<file path="src/rtl/hazard_control_unit.sv">
// rtl/hazard_control_unit.sv - pipeline stall/flush control; optional perf counters under HAZARD_PERF_CNT_EN
module hazard_control_unit #(
    parameter int reg_addr_width = 5,
    parameter int MEM_TIMEOUT    = 16
`ifdef HAZARD_PERF_CNT_EN
    ,
    parameter int CNT_WIDTH      = 32
`endif
) (
    input  logic                      clk,
    input  logic                      reset,
    input  logic [reg_addr_width-1:0] ID_rs1,
    input  logic [reg_addr_width-1:0] ID_rs2,
    input  logic                      ID_uses_rs1,
    input  logic                      ID_uses_rs2,
    input  logic [reg_addr_width-1:0] EX_rd,
    input  logic                      EX_mem_read,
    input  logic                      EX_branch_taken,
    input  logic                      MEM_mem_req,
    input  logic                      MEM_mem_ready,
    output logic                      pc_stall,
    output logic                      IF_ID_stall,
    output logic                      ID_EX_stall,
    output logic                      EX_MEM_stall,
    output logic                      IF_ID_flush,
    output logic                      ID_EX_flush,
    output logic                      MEM_WB_flush,
    output logic                      mem_timeout_err
`ifdef HAZARD_PERF_CNT_EN
    ,
    output logic [CNT_WIDTH-1:0]      perf_stall_cycles,
    output logic [CNT_WIDTH-1:0]      perf_flush_events,
    output logic [CNT_WIDTH-1:0]      perf_load_use
`endif
);

    // MEM_TIMEOUT is expected to be at least 2 so MEM_WAIT is entered before timing out.
    localparam int WCW = $clog2(MEM_TIMEOUT + 1);
    localparam logic [WCW-1:0] WAIT_LAST = WCW'(MEM_TIMEOUT - 1);

    typedef enum logic [1:0] {
        RUN      = 2'b00,
        MEM_WAIT = 2'b01,
        HALT     = 2'b10,
        BAD      = 2'b11
    } state_t;

    state_t         state_q, state_d;
    logic [WCW-1:0] wait_cnt_q, wait_cnt_d;
    logic           err_q, err_d;
    logic           load_use;
    logic           mem_wait;
    logic           freeze;

    assign load_use = EX_mem_read && (EX_rd != '0) &&
                      ((ID_uses_rs1 && (EX_rd == ID_rs1)) ||
                       (ID_uses_rs2 && (EX_rd == ID_rs2)));
    assign mem_wait = MEM_mem_req && !MEM_mem_ready;
    assign mem_timeout_err = err_q;

    // Control state register; reset returns to RUN with a cleared wait counter and error flag.
    always_ff @(posedge clk) begin
        if (reset) begin
            state_q    <= RUN;
            wait_cnt_q <= '0;
            err_q      <= 1'b0;
        end else begin
            state_q    <= state_d;
            wait_cnt_q <= wait_cnt_d;
            err_q      <= err_d;
        end
    end

    // Next-state and Mealy output decode; outputs are forced quiet while reset is held.
    always_comb begin
        state_d      = state_q;
        wait_cnt_d   = wait_cnt_q;
        err_d        = err_q;
        freeze       = 1'b0;
        pc_stall     = 1'b0;
        IF_ID_stall  = 1'b0;
        ID_EX_stall  = 1'b0;
        EX_MEM_stall = 1'b0;
        IF_ID_flush  = 1'b0;
        ID_EX_flush  = 1'b0;
        MEM_WB_flush = 1'b0;
        case (state_q)
            RUN: begin
                if (mem_wait) begin
                    freeze     = 1'b1;
                    state_d    = MEM_WAIT;
                    wait_cnt_d = WCW'(1);
                end else if (EX_branch_taken) begin
                    // The ID instruction is discarded, so any load-use on it is moot.
                    IF_ID_flush = 1'b1;
                    ID_EX_flush = 1'b1;
                end else if (load_use) begin
                    // The bubble placed in EX prevents this from firing again next cycle.
                    pc_stall    = 1'b1;
                    IF_ID_stall = 1'b1;
                    ID_EX_flush = 1'b1;
                end
            end
            MEM_WAIT: begin
                if (MEM_mem_ready) begin
                    // Release cycle: everything moves; hazards are re-evaluated next cycle.
                    state_d    = RUN;
                    wait_cnt_d = '0;
                end else if (wait_cnt_q == WAIT_LAST) begin
                    freeze  = 1'b1;
                    state_d = HALT;
                    err_d   = 1'b1;
                end else begin
                    freeze     = 1'b1;
                    wait_cnt_d = wait_cnt_q + WCW'(1);
                end
            end
            HALT: begin
                freeze = 1'b1;
            end
            default: begin
                state_d    = RUN;
                wait_cnt_d = '0;
            end
        endcase
        if (freeze) begin
            pc_stall     = 1'b1;
            IF_ID_stall  = 1'b1;
            ID_EX_stall  = 1'b1;
            EX_MEM_stall = 1'b1;
            MEM_WB_flush = 1'b1;
        end
        if (reset) begin
            pc_stall     = 1'b0;
            IF_ID_stall  = 1'b0;
            ID_EX_stall  = 1'b0;
            EX_MEM_stall = 1'b0;
            IF_ID_flush  = 1'b0;
            ID_EX_flush  = 1'b0;
            MEM_WB_flush = 1'b0;
        end
    end

`ifdef HAZARD_PERF_CNT_EN
    logic [CNT_WIDTH-1:0] stall_cnt_q, stall_cnt_d;
    logic [CNT_WIDTH-1:0] flush_cnt_q, flush_cnt_d;
    logic [CNT_WIDTH-1:0] lu_cnt_q, lu_cnt_d;
    logic                 lu_event;

    // Only a load-use stall raises pc_stall without also freezing EX/MEM.
    assign lu_event = pc_stall && !EX_MEM_stall;

    // Saturating event counters; IF_ID_flush is raised only by a taken branch.
    always_comb begin
        stall_cnt_d = stall_cnt_q;
        flush_cnt_d = flush_cnt_q;
        lu_cnt_d    = lu_cnt_q;
        if (pc_stall && (stall_cnt_q != '1)) stall_cnt_d = stall_cnt_q + CNT_WIDTH'(1);
        if (IF_ID_flush && (flush_cnt_q != '1)) flush_cnt_d = flush_cnt_q + CNT_WIDTH'(1);
        if (lu_event && (lu_cnt_q != '1)) lu_cnt_d = lu_cnt_q + CNT_WIDTH'(1);
    end

    // Counter registers.
    always_ff @(posedge clk) begin
        if (reset) begin
            stall_cnt_q <= '0;
            flush_cnt_q <= '0;
            lu_cnt_q    <= '0;
        end else begin
            stall_cnt_q <= stall_cnt_d;
            flush_cnt_q <= flush_cnt_d;
            lu_cnt_q    <= lu_cnt_d;
        end
    end

    assign perf_stall_cycles = stall_cnt_q;
    assign perf_flush_events = flush_cnt_q;
    assign perf_load_use     = lu_cnt_q;
`endif

endmodule

</file>
<file path="config.mk">
export PLATFORM = sky130hd
export DESIGN_NAME = hazard_control_unit
export DESIGN_NICKNAME = d
export VERILOG_FILES = /design/src/rtl/hazard_control_unit.sv
export SDC_FILE = /design/constraint.sdc
export NUM_CORES = 1
export LEC_CHECK = 0
export BUFFER_PORTS_ARGS = -buffer_cell sky130_fd_sc_hd__clkbuf_2
export CORE_MARGIN = 1.5
export CORE_UTILIZATION = 30
export CTS_CLUSTER_DIAMETER = 60
export DETAILED_ROUTE_END_ITERATION = 6
export GPL_TIMING_DRIVEN = 0
export PLACE_DENSITY_LB_ADDON = 0.1
export SYNTH_ARGS = -nofsm -noshare
export SYNTH_HDL_FRONTEND = slang
export SYNTH_SLANG_ARGS = --single-unit
export TNS_END_PERCENT = 30
</file>
<file path="constraint.sdc">
create_clock -name clk -period 2.1 [get_ports clk]
set_clock_uncertainty 0.2 [all_clocks]
set_input_delay 0.315 -clock clk [delete_from_list [all_inputs] [get_ports clk]]
set_output_delay 0.315 -clock clk [all_outputs]
set_load 0.02 [all_outputs]
</file>
==> run summary, run 1 <==
outcome: finished with violations
failing checks: negative setup slack
Via density: 4.72
DRT Pass-1 Iters: 3
Crit. End Element: output port
worst slew pin tran: 0.380 ns
row count: 16
worst-path maximum fanout: 2
register area share after synthesis: 26.3%
number of diodes: 0
Largest delay share family, worst path: simple AND/OR/NAND/NOR gates
Sum Neg Setup Slack: -0.454 ns
GRT Util Overall: 12.3%
Util after Layout: 46.3%
vias in the first global route: 493
pre-CTS setup slack: -0.196 ns
CTS tree: built
I/O pin cnt: 31
wire length per cell: 10.2 µm
worst path required time: 1.58 ns
Final setup viols: 2
first-pass GRT wire length: 1960 µm
number of synthesized flops with an enable pin: 0
crit-path cells: or4_4 -> or3_4 -> o21bai_4 -> buf_6 -> buf_8
Max Cap Violations: 0
Inserted Clock Buffers: 3
CTS clk-pin slew, worst paths: 0.06 ns
Die W: 48.0 µm
CTS Hold Buffers Added: 0
Final Power: 0.383 mW
Achievable Freq: 428 MHz
Slew Limit Fails: 0
PD cells: 426 nW/µm²
Clock Sinks: 8
Setup CP Type: flip-flop to output port
LEAKAGE: 0.419 nW
main flop type after synthesis: dfxtp_1
Tmin final: 2.34 ns
RSZ-0062 raised after global routing: yes
worst skew pair latency: 0.25 ns
Gate Count Post-Synth: 72
critical path launch point type: flip-flop
clk buf depth: 2
Syn Std Cell Area: 608 µm²
core area: 1940 µm²
DRC: 0
RD Place Congestion: 0.753
Congestion Overflow GR: 0
die area: 2310 µm²
DIE HEIGHT: 48.0 µm
Seq cells post-synth: 8
Max-Slew Margin vs Limit: 74.7%
placed cell areas: 795 µm²
number of port buffers: 29
Hold Slack: 0.0698 ns
hold crit path type: input pin to flip-flop
Max rail drop VDD: 0.276 mV
largest net degree at the start of global routing: 11
Post-Syn Area per Cell: 8.45 µm²
final instance area: 900 µm²
Vias: 633
share of cells above drive strength 1: 46.7%
Fillers: 196
DRT iter0 DRCs: 7
Worst Path Arrival: 1.82 ns
crit share post-route: 111%
htree depth: 1
Routed WL: 1360 µm
Netlist cell types: 29
Worst Path Buf+Inv: 2
dpl hpwl: 1080 µm
antenna violation net count after detailed routing: 0
initial antenna violation count: 0
syn nets: 97
placed cell count: 128
max incr delay on CP: 0.51 ns
nets@finish: 134
final hold vios: 0
non-filler cells, final: 134
final worst setup slack: -0.239 ns
clock root buffer: clkbuf_4
Initial Utilization: 31.3%
yosys warns: 0
Layout area overhead: 47.9%
Slowest cell on crit path: or4_4
asr flop ratio synth: 0%
## flip-flops by register name, indices dropped and copies added, names as in the netlist
name,cells
wait_cnt_q,5
state_q,2
mem_timeout_err,1
## final cells by class
class | instances | area [µm²] | share of cell area (%)
tap | 27 | 33.8 | 3.76
clock buffer | 3 | 22.5 | 2.50
buffer | 5 | 45.0 | 5.01
timing repair buffer | 32 | 180 | 20.0
sequential | 8 | 165 | 18.4
multi-input combinational | 55 | 438 | 48.7
inverter | 4 | 15.0 | 1.67
## worst paths after layout
kind                   startpoint         endpoint  slack [ns]  depth (start not counted)
hold reg to reg   mem_timeout_err  mem_timeout_err        0.25                          2
setup / recovery       state_q[1]         pc_stall       -0.24                          5
setup reg to reg    wait_cnt_q[0]    wait_cnt_q[0]        0.13                          7
hold / removal              reset       state_q[1]        0.07                          2
## metal layers
metal,share of wire (%),GRT usage [%],vias to the layer above
met5,0,0,-
met4,1.0,8.11,0
met3,5.6,2.26,2
met2,46,20.3,20
met1,47,14.3,284
li1,-,-,327
## worst reg2reg max path, cell delays in order, from the launching register on
cell and delay (ns):
dfxtp_1 0.38, ha_1 0.18, and3_1 0.17, ha_1 0.20, nand4bb_1 0.23, o21ai_1 0.25, mux2i_1 0.22, nor2_1 0.05
## cells by family after synthesis
logic type | after synthesis | synth area share, %
mux | 1 | 1.65
simple gates | 24 | 23.9
buf+inv | 9 | 8.64
flops | 8 | 26.3
compound gates | 16 | 18.1
fa+ha+maj | 2 | 4.11
xor+xnor | 12 | 17.3
## synth_stat cells, types with 2 or more instances
cell type	n	area (µm²)
or4_1	2	15.0
o21ai_0	4	20.0
a21oi_1	3	15.0
dfxtp_1	8	160
and3_1	2	12.5
xor2_1	10	87.6
a32oi_1	3	26.3
inv_1	4	15.0
ha_1	2	25.0
xnor2_1	2	17.5
nand3b_1	2	15.0
nor2_1	7	26.3
o211ai_1	2	15.0
buf_4	3	22.5
nor4_1	3	18.8
nor2b_1	2	12.5
## where the power goes
part	total (mW)	switching [mW]	leakage [nW]	internal (mW)
Clock	0.118	0.0527	0.0138	0.0654
Combinational	0.108	0.0532	0.339	0.0552
Sequential	0.156	0.00254	0.0661	0.154
## what timing repair did
action / in CTS / in global routing
gates resized for setup: 13 / 7
setup buffers: 3 / 0
setup endpoints to repair: 6 / 7
pin swaps: 4 / 3
## cells in the final DEF, fill, tap and decap left out, types with 2 or more instances in the layout
cell,count
a21oi_1,2
nand3b_1,2
nor2_1,6
xor2_1,10
buf_6,2
clkbuf_2,26
nor2b_1,2
dfxtp_1,6
o211ai_1,2
buf_4,5
o21ai_0,2
xnor2_1,2
a32oi_1,3
ha_1,2
clkbuf_4,5
and3_1,2
o21ai_1,2
inv_1,4
nor4_1,2
Note: power is estimated with default switching activity, not from simulation.
==> inputs of run 2 (changes only) <==
--- a/config.mk
+++ b/config.mk
@@ -12,5 +12,5 @@
 export DETAILED_ROUTE_END_ITERATION = 6
 export GPL_TIMING_DRIVEN = 0
-export PLACE_DENSITY_LB_ADDON = 0.1
+export PLACE_DENSITY = 0.67
 export SYNTH_ARGS = -nofsm -noshare
 export SYNTH_HDL_FRONTEND = slang
==> constraint.sdc (replaced) <==
create_clock -name clk -period 2.4 [get_ports clk]
set_clock_uncertainty 0.2 [all_clocks]
set_input_delay 0.12 -clock clk [delete_from_list [all_inputs] [get_ports clk]]
set_output_delay 0.12 -clock clk [all_outputs]
set_load 0.02 [all_outputs]
==> run 2 against run 1 <==
Against the previous run: the flow now finishes without violations; setup slack improved by 0.35 ns; count of clock-buffer cells in the layout unchanged; wire length increased by 2.5%; via count increased by 1.9%; total power decreased by 15%; largest cell class unchanged.
==> run summary, run 2 (synthesis results as in run 1) <==
Slew Limit Fails: 0
dpl hpwl: 1150 µm
final hold vios: 0
most common cell after layout, fill and taps aside: clkbuf_2
Inserted Clock Buffers: 3
initial antenna violation count: 0
Biggest register: wait_cnt_q
antenna violation net count after detailed routing: 0
worst skew pair latency: 0.25 ns
DRC: 0
outcome: completed
core area: 1940 µm²
Comb pwr share: 26.0%
Worst Path Arrival: 1.97 ns
number of diodes: 0
RD Place Congestion: 0.799
Worst Path Buf+Inv: 2
crit share post-route: 95.4%
wire length per cell: 10.6 µm
Sum Neg Setup Slack: 0 ns
clock root buffer: clkbuf_4
DRT iter0 DRCs: 11
Tmin final: 2.29 ns
hold crit path type: input pin to flip-flop
clock network power share: 31.5%
Vias: 645
post-cts sizing count: 0
Slowest cell on crit path: or4_1
Sequential Power Share: 42.5%
clk buf depth: 2
worst slew pin tran: 0.391 ns
Hold Slack: 0.0475 ns
Crit. End Element: output port
DRT Pass-1 Iters: 4
max incr delay on CP: 0.56 ns
pre-CTS setup slack: 0.381 ns
Clock Sinks: 8
RSZ-0062 raised after global routing: no
Int Pwr: 0.234 mW
max reg flops: 5
htree depth: 1
Routed WL: 1400 µm
Setup CP Type: flip-flop to output port
Via density: 4.89
share of cells above drive strength 1: 37.1%
switching share of power: 28.0%
Congestion Overflow GR: 0
placed cell areas: 787 µm²
Final Power: 0.325 mW
Psw: 0.0908 mW
multi-input logic area: 395 µm²
row count: 16
worst path required time: 2.08 ns
crit-path cells: or4_1 -> or3_1 -> o21bai_2 -> buf_4 -> clkbuf_2
CTS tree: built
LEAKAGE: 0.390 nW
largest net degree at the start of global routing: 11
Post-CTS Setup Inserts: 0
Initial Utilization: 31.3%
nets@finish: 132
Die W: 48.0 µm
critical path launch point type: flip-flop
final worst setup slack: 0.111 ns
final instance area: 820 µm²
Layout area overhead: 34.8%
Achievable Freq: 437 MHz
PD cells: 396 nW/µm²
Max-Slew Margin vs Limit: 73.7%
Largest delay share family, worst path: simple AND/OR/NAND/NOR gates
DIE HEIGHT: 48.0 µm
I/O pin cnt: 31
Max Cap Violations: 0
first-pass GRT wire length: 1980 µm
worst-path maximum fanout: 8
vias in the first global route: 533
GRT Util Overall: 12.4%
Max rail drop VDD: 0.314 mV
number of port buffers: 29
Sequential Area: 160 µm²
Final setup viols: 0
die area: 2310 µm²
Fillers: 208
commonest cells after routing, fill and taps aside: 29 x clkbuf_2, 10 x xor2_1, 8 x dfxtp_1
CTS clk-pin slew, worst paths: 0.05 ns
## run 2: repair_timing
action | 4_1_cts | 5_1_grt
setup endpoints to repair | 0 | 0
hold endpoints to repair | 7 | 0
hold buffers | 1 | 0
## run 2: tightest hold or removal path: cells and delay by family
kind | cells | cell delay (ns)
AND/OR/NAND/NOR | 3 | 0.23
buffers and inverters | 1 | 0.10
## run 2: worst paths after layout
| check | startpoint | slack (ns) | cells after the start | end |
|---|---|---|---|---|
| setup / recovery | state_q[1] | 0.11 | 5 | pc_stall |
| setup reg to reg | wait_cnt_q[0] | 0.42 | 7 | wait_cnt_q[0] |
| hold reg to reg | mem_timeout_err | 0.24 | 2 | mem_timeout_err |
| hold / removal | MEM_mem_req | 0.05 | 4 | wait_cnt_q[3] |
## run 2: layout make-up
type / instances / share of cell area, %
Multi-Input combinational cell: 55 / 48.2
Sequential cell: 8 / 19.5
Timing Repair Buffer: 30 / 18.9
Buffer: 5 / 4.58
Tap cell: 27 / 4.12
Clock buffer: 3 / 2.75
Inverter: 4 / 1.83
## run 2: power by group through the flow
stage	clock network [mW]	logic (mW)	registers [mW]
5_1_grt	0.113	0.0931	0.138
4_1_cts	0.106	0.0852	0.138
2_1_floorplan	0	0.0484	0.140
3_5_place_dp	0	0.0832	0.141
6_report	0.102	0.0844	0.138
3_3_place_gp	0	0.0812	0.141
## run 2: through the flow
step                util, %  std cells
global placement       40.5        128
detailed placement     40.5        128
CTS                    42.2        132
global route           42.2        132
finish                 42.2        132
floorplan                 -         72
## run 2: per-layer routing
| metal | GRT usage [%] | wire, µm |
|---|---|---|
| met3 | 4.91 | 170 |
| met4 | 1.62 | 0 |
| met2 | 23.7 | 642 |
| met1 | 12.8 | 584 |
| met5 | 0 | 0 |
==> inputs of run 3 (changes only) <==
MAX_ROUTING_LAYER = met4   (was default)
RECOVER_POWER = 25   (was default)
==> run 3 against run 2 <==
Against the previous run: worst hold slack stayed put; first-iteration DRC count unchanged; non-clock buffer count stayed put; total power is essentially flat; setup slack about the same; core utilization fell by 0.064 points; sequential share of layout area about the same; via count did not move; clock power hardly changed; maximum frequency stayed put; die area unchanged; sequential cell count unchanged; critical endpoint unchanged.
==> run summary, run 3 (synthesis results as in run 1) <==
dpl hpwl: 1150 µm
Hold Path End: wait_cnt_q[3]
register-to-register setup slack: 0.42 ns
core area: 1940 µm²
largest net degree at the start of global routing: 11
Crit. End Element: output port
pre-CTS setup slack: 0.381 ns
Vias: 645
Hold Slack: 0.0475 ns
Clock Sinks: 8
crit share post-route: 95.4%
Die W: 48.0 µm
first-pass GRT wire length: 1970 µm
Max-Slew Margin vs Limit: 73.7%
die area: 2310 µm²
worst min-delay path startpoint: MEM_mem_req
final hold vios: 0
Final setup viols: 0
RSZ-0062 raised after global routing: no
nets@finish: 132
initial antenna violation count: 0
Worst Path Arrival: 1.97 ns
row count: 16
final instance area: 818 µm²
placed cell areas: 787 µm²
Initial Utilization: 31.3%
number of port buffers: 29
Routed WL: 1400 µm
DRT Pass-1 Iters: 4
RD Place Congestion: 0.811
Max Cap Violations: 0
htree depth: 1
Worst Setup SP: state_q[1]
DRT iter0 DRCs: 11
worst-path maximum fanout: 8
DRC: 0
Int Pwr: 0.234 mW
clock root buffer: clkbuf_4
Setup CP Type: flip-flop to output port
GRT Util Overall: 12.8%
number of diodes: 0
Sum Neg Setup Slack: 0 ns
r2r startpoint: wait_cnt_q[0]
worst path required time: 2.08 ns
Comb pwr share: 26.0%
CTS tree: built
worst slew pin tran: 0.391 ns
commonest cells after routing, fill and taps aside: 28 x clkbuf_2, 10 x xor2_1, 8 x dfxtp_1
share of cells above drive strength 1: 36.2%
Final Power: 0.325 mW
Biggest register: wait_cnt_q
final worst setup slack: 0.111 ns
I/O pin cnt: 31
CTS clk-pin slew, worst paths: 0.05 ns
critical path launch point type: flip-flop
max reg flops: 5
Layout area overhead: 34.6%
Sequential Power Share: 42.5%
vias in the first global route: 534
R2R cell count: 7
PD cells: 397 nW/µm²
Achievable Freq: 437 MHz
most common cell after layout, fill and taps aside: clkbuf_2
clk buf depth: 2
Hold Path Cell Cnt: 4
Fillers: 208
max incr delay on CP: 0.56 ns
wire length per cell: 10.6 µm
clock network power share: 31.5%
Slowest cell on crit path: or4_1
Max rail drop VDD: 0.314 mV
switching share of power: 28.0%
Psw: 0.0908 mW
outcome: completed
crit-path cells: or4_1 -> or3_1 -> o21bai_2 -> buf_4 -> clkbuf_2
Tmin final: 2.29 ns
Slew Limit Fails: 0
worst reg2reg path endpoint: wait_cnt_q[0]
antenna violation net count after detailed routing: 0
Inserted Clock Buffers: 3
Congestion Overflow GR: 0
DIE HEIGHT: 48.0 µm
Via density: 4.89
hold crit path type: input pin to flip-flop
LEAKAGE: 0.387 nW
worst skew pair latency: 0.25 ns
run 3: layout make-up:
type	instances	area (µm²)	area share, %
multi-input cells	55	395	48.3
flip-flops and latches	8	160	19.6
plain buffers	5	37.5	4.59
well taps	27	33.8	4.13
clock buffers	3	22.5	2.75
repair buffers	30	154	18.8
inverters	4	15.0	1.83
run 3: timing repair:
item / 4_1_cts / 5_1_grt
hold buffers: 1 / 0
endpoints found under the hold margin: 7 / 0
resized for setup: 0 / 0
buffers inserted: 0 / 0
setup endpoints to repair: 0 / 0
run 3: power groups by stage:
stage / logic, mW / clock network (mW) / registers (mW)
CTS: 0.0852 / 0.106 / 0.138
floorplan: 0.0484 / 0 / 0.140
global placement: 0.0812 / 0 / 0.141
global route: 0.0931 / 0.113 / 0.138
finish: 0.0844 / 0.102 / 0.138
detailed placement: 0.0832 / 0 / 0.141
run 3: worst max path at each step:
stage	endpoint	slack (ns)	cells after the start
floorplan	pc_stall	0.39	5
global placement	pc_stall	0.41	5
detailed placement	pc_stall	0.38	5
CTS	pc_stall	0.1	5
global route	pc_stall	0.001	5
finish	pc_stall	0.11	5
run 3: worst max-delay path: cells and delay by family (launching register included):
| kind | cells | cell delay (ns) |
|---|---|---|
| buffers and inverters | 2 | 0.27 |
| AND/OR/NAND/NOR | 2 | 0.94 |
| flip-flops | 1 | 0.37 |
| AO/OA/AOI/OAI | 1 | 0.14 |
run 3: metal layers:
metal	up-vias	wire (µm)	global-route usage (%)	part of all wire, %
li1	324	-	-	-
met1	278	583	12.8	42
met2	43	642	23.7	46
met3	0	170	4.91	12
met4	0	0	1.62	0
met5	-	0	-	0
run 3: metrics by stage:
step / util [%] / instances
after global placement: 40.5 / 128
after CTS: 42.2 / 132
after floorplan: - / 72
final: 42.1 / 132
after detailed placement: 40.5 / 128
after global routing: 42.1 / 132
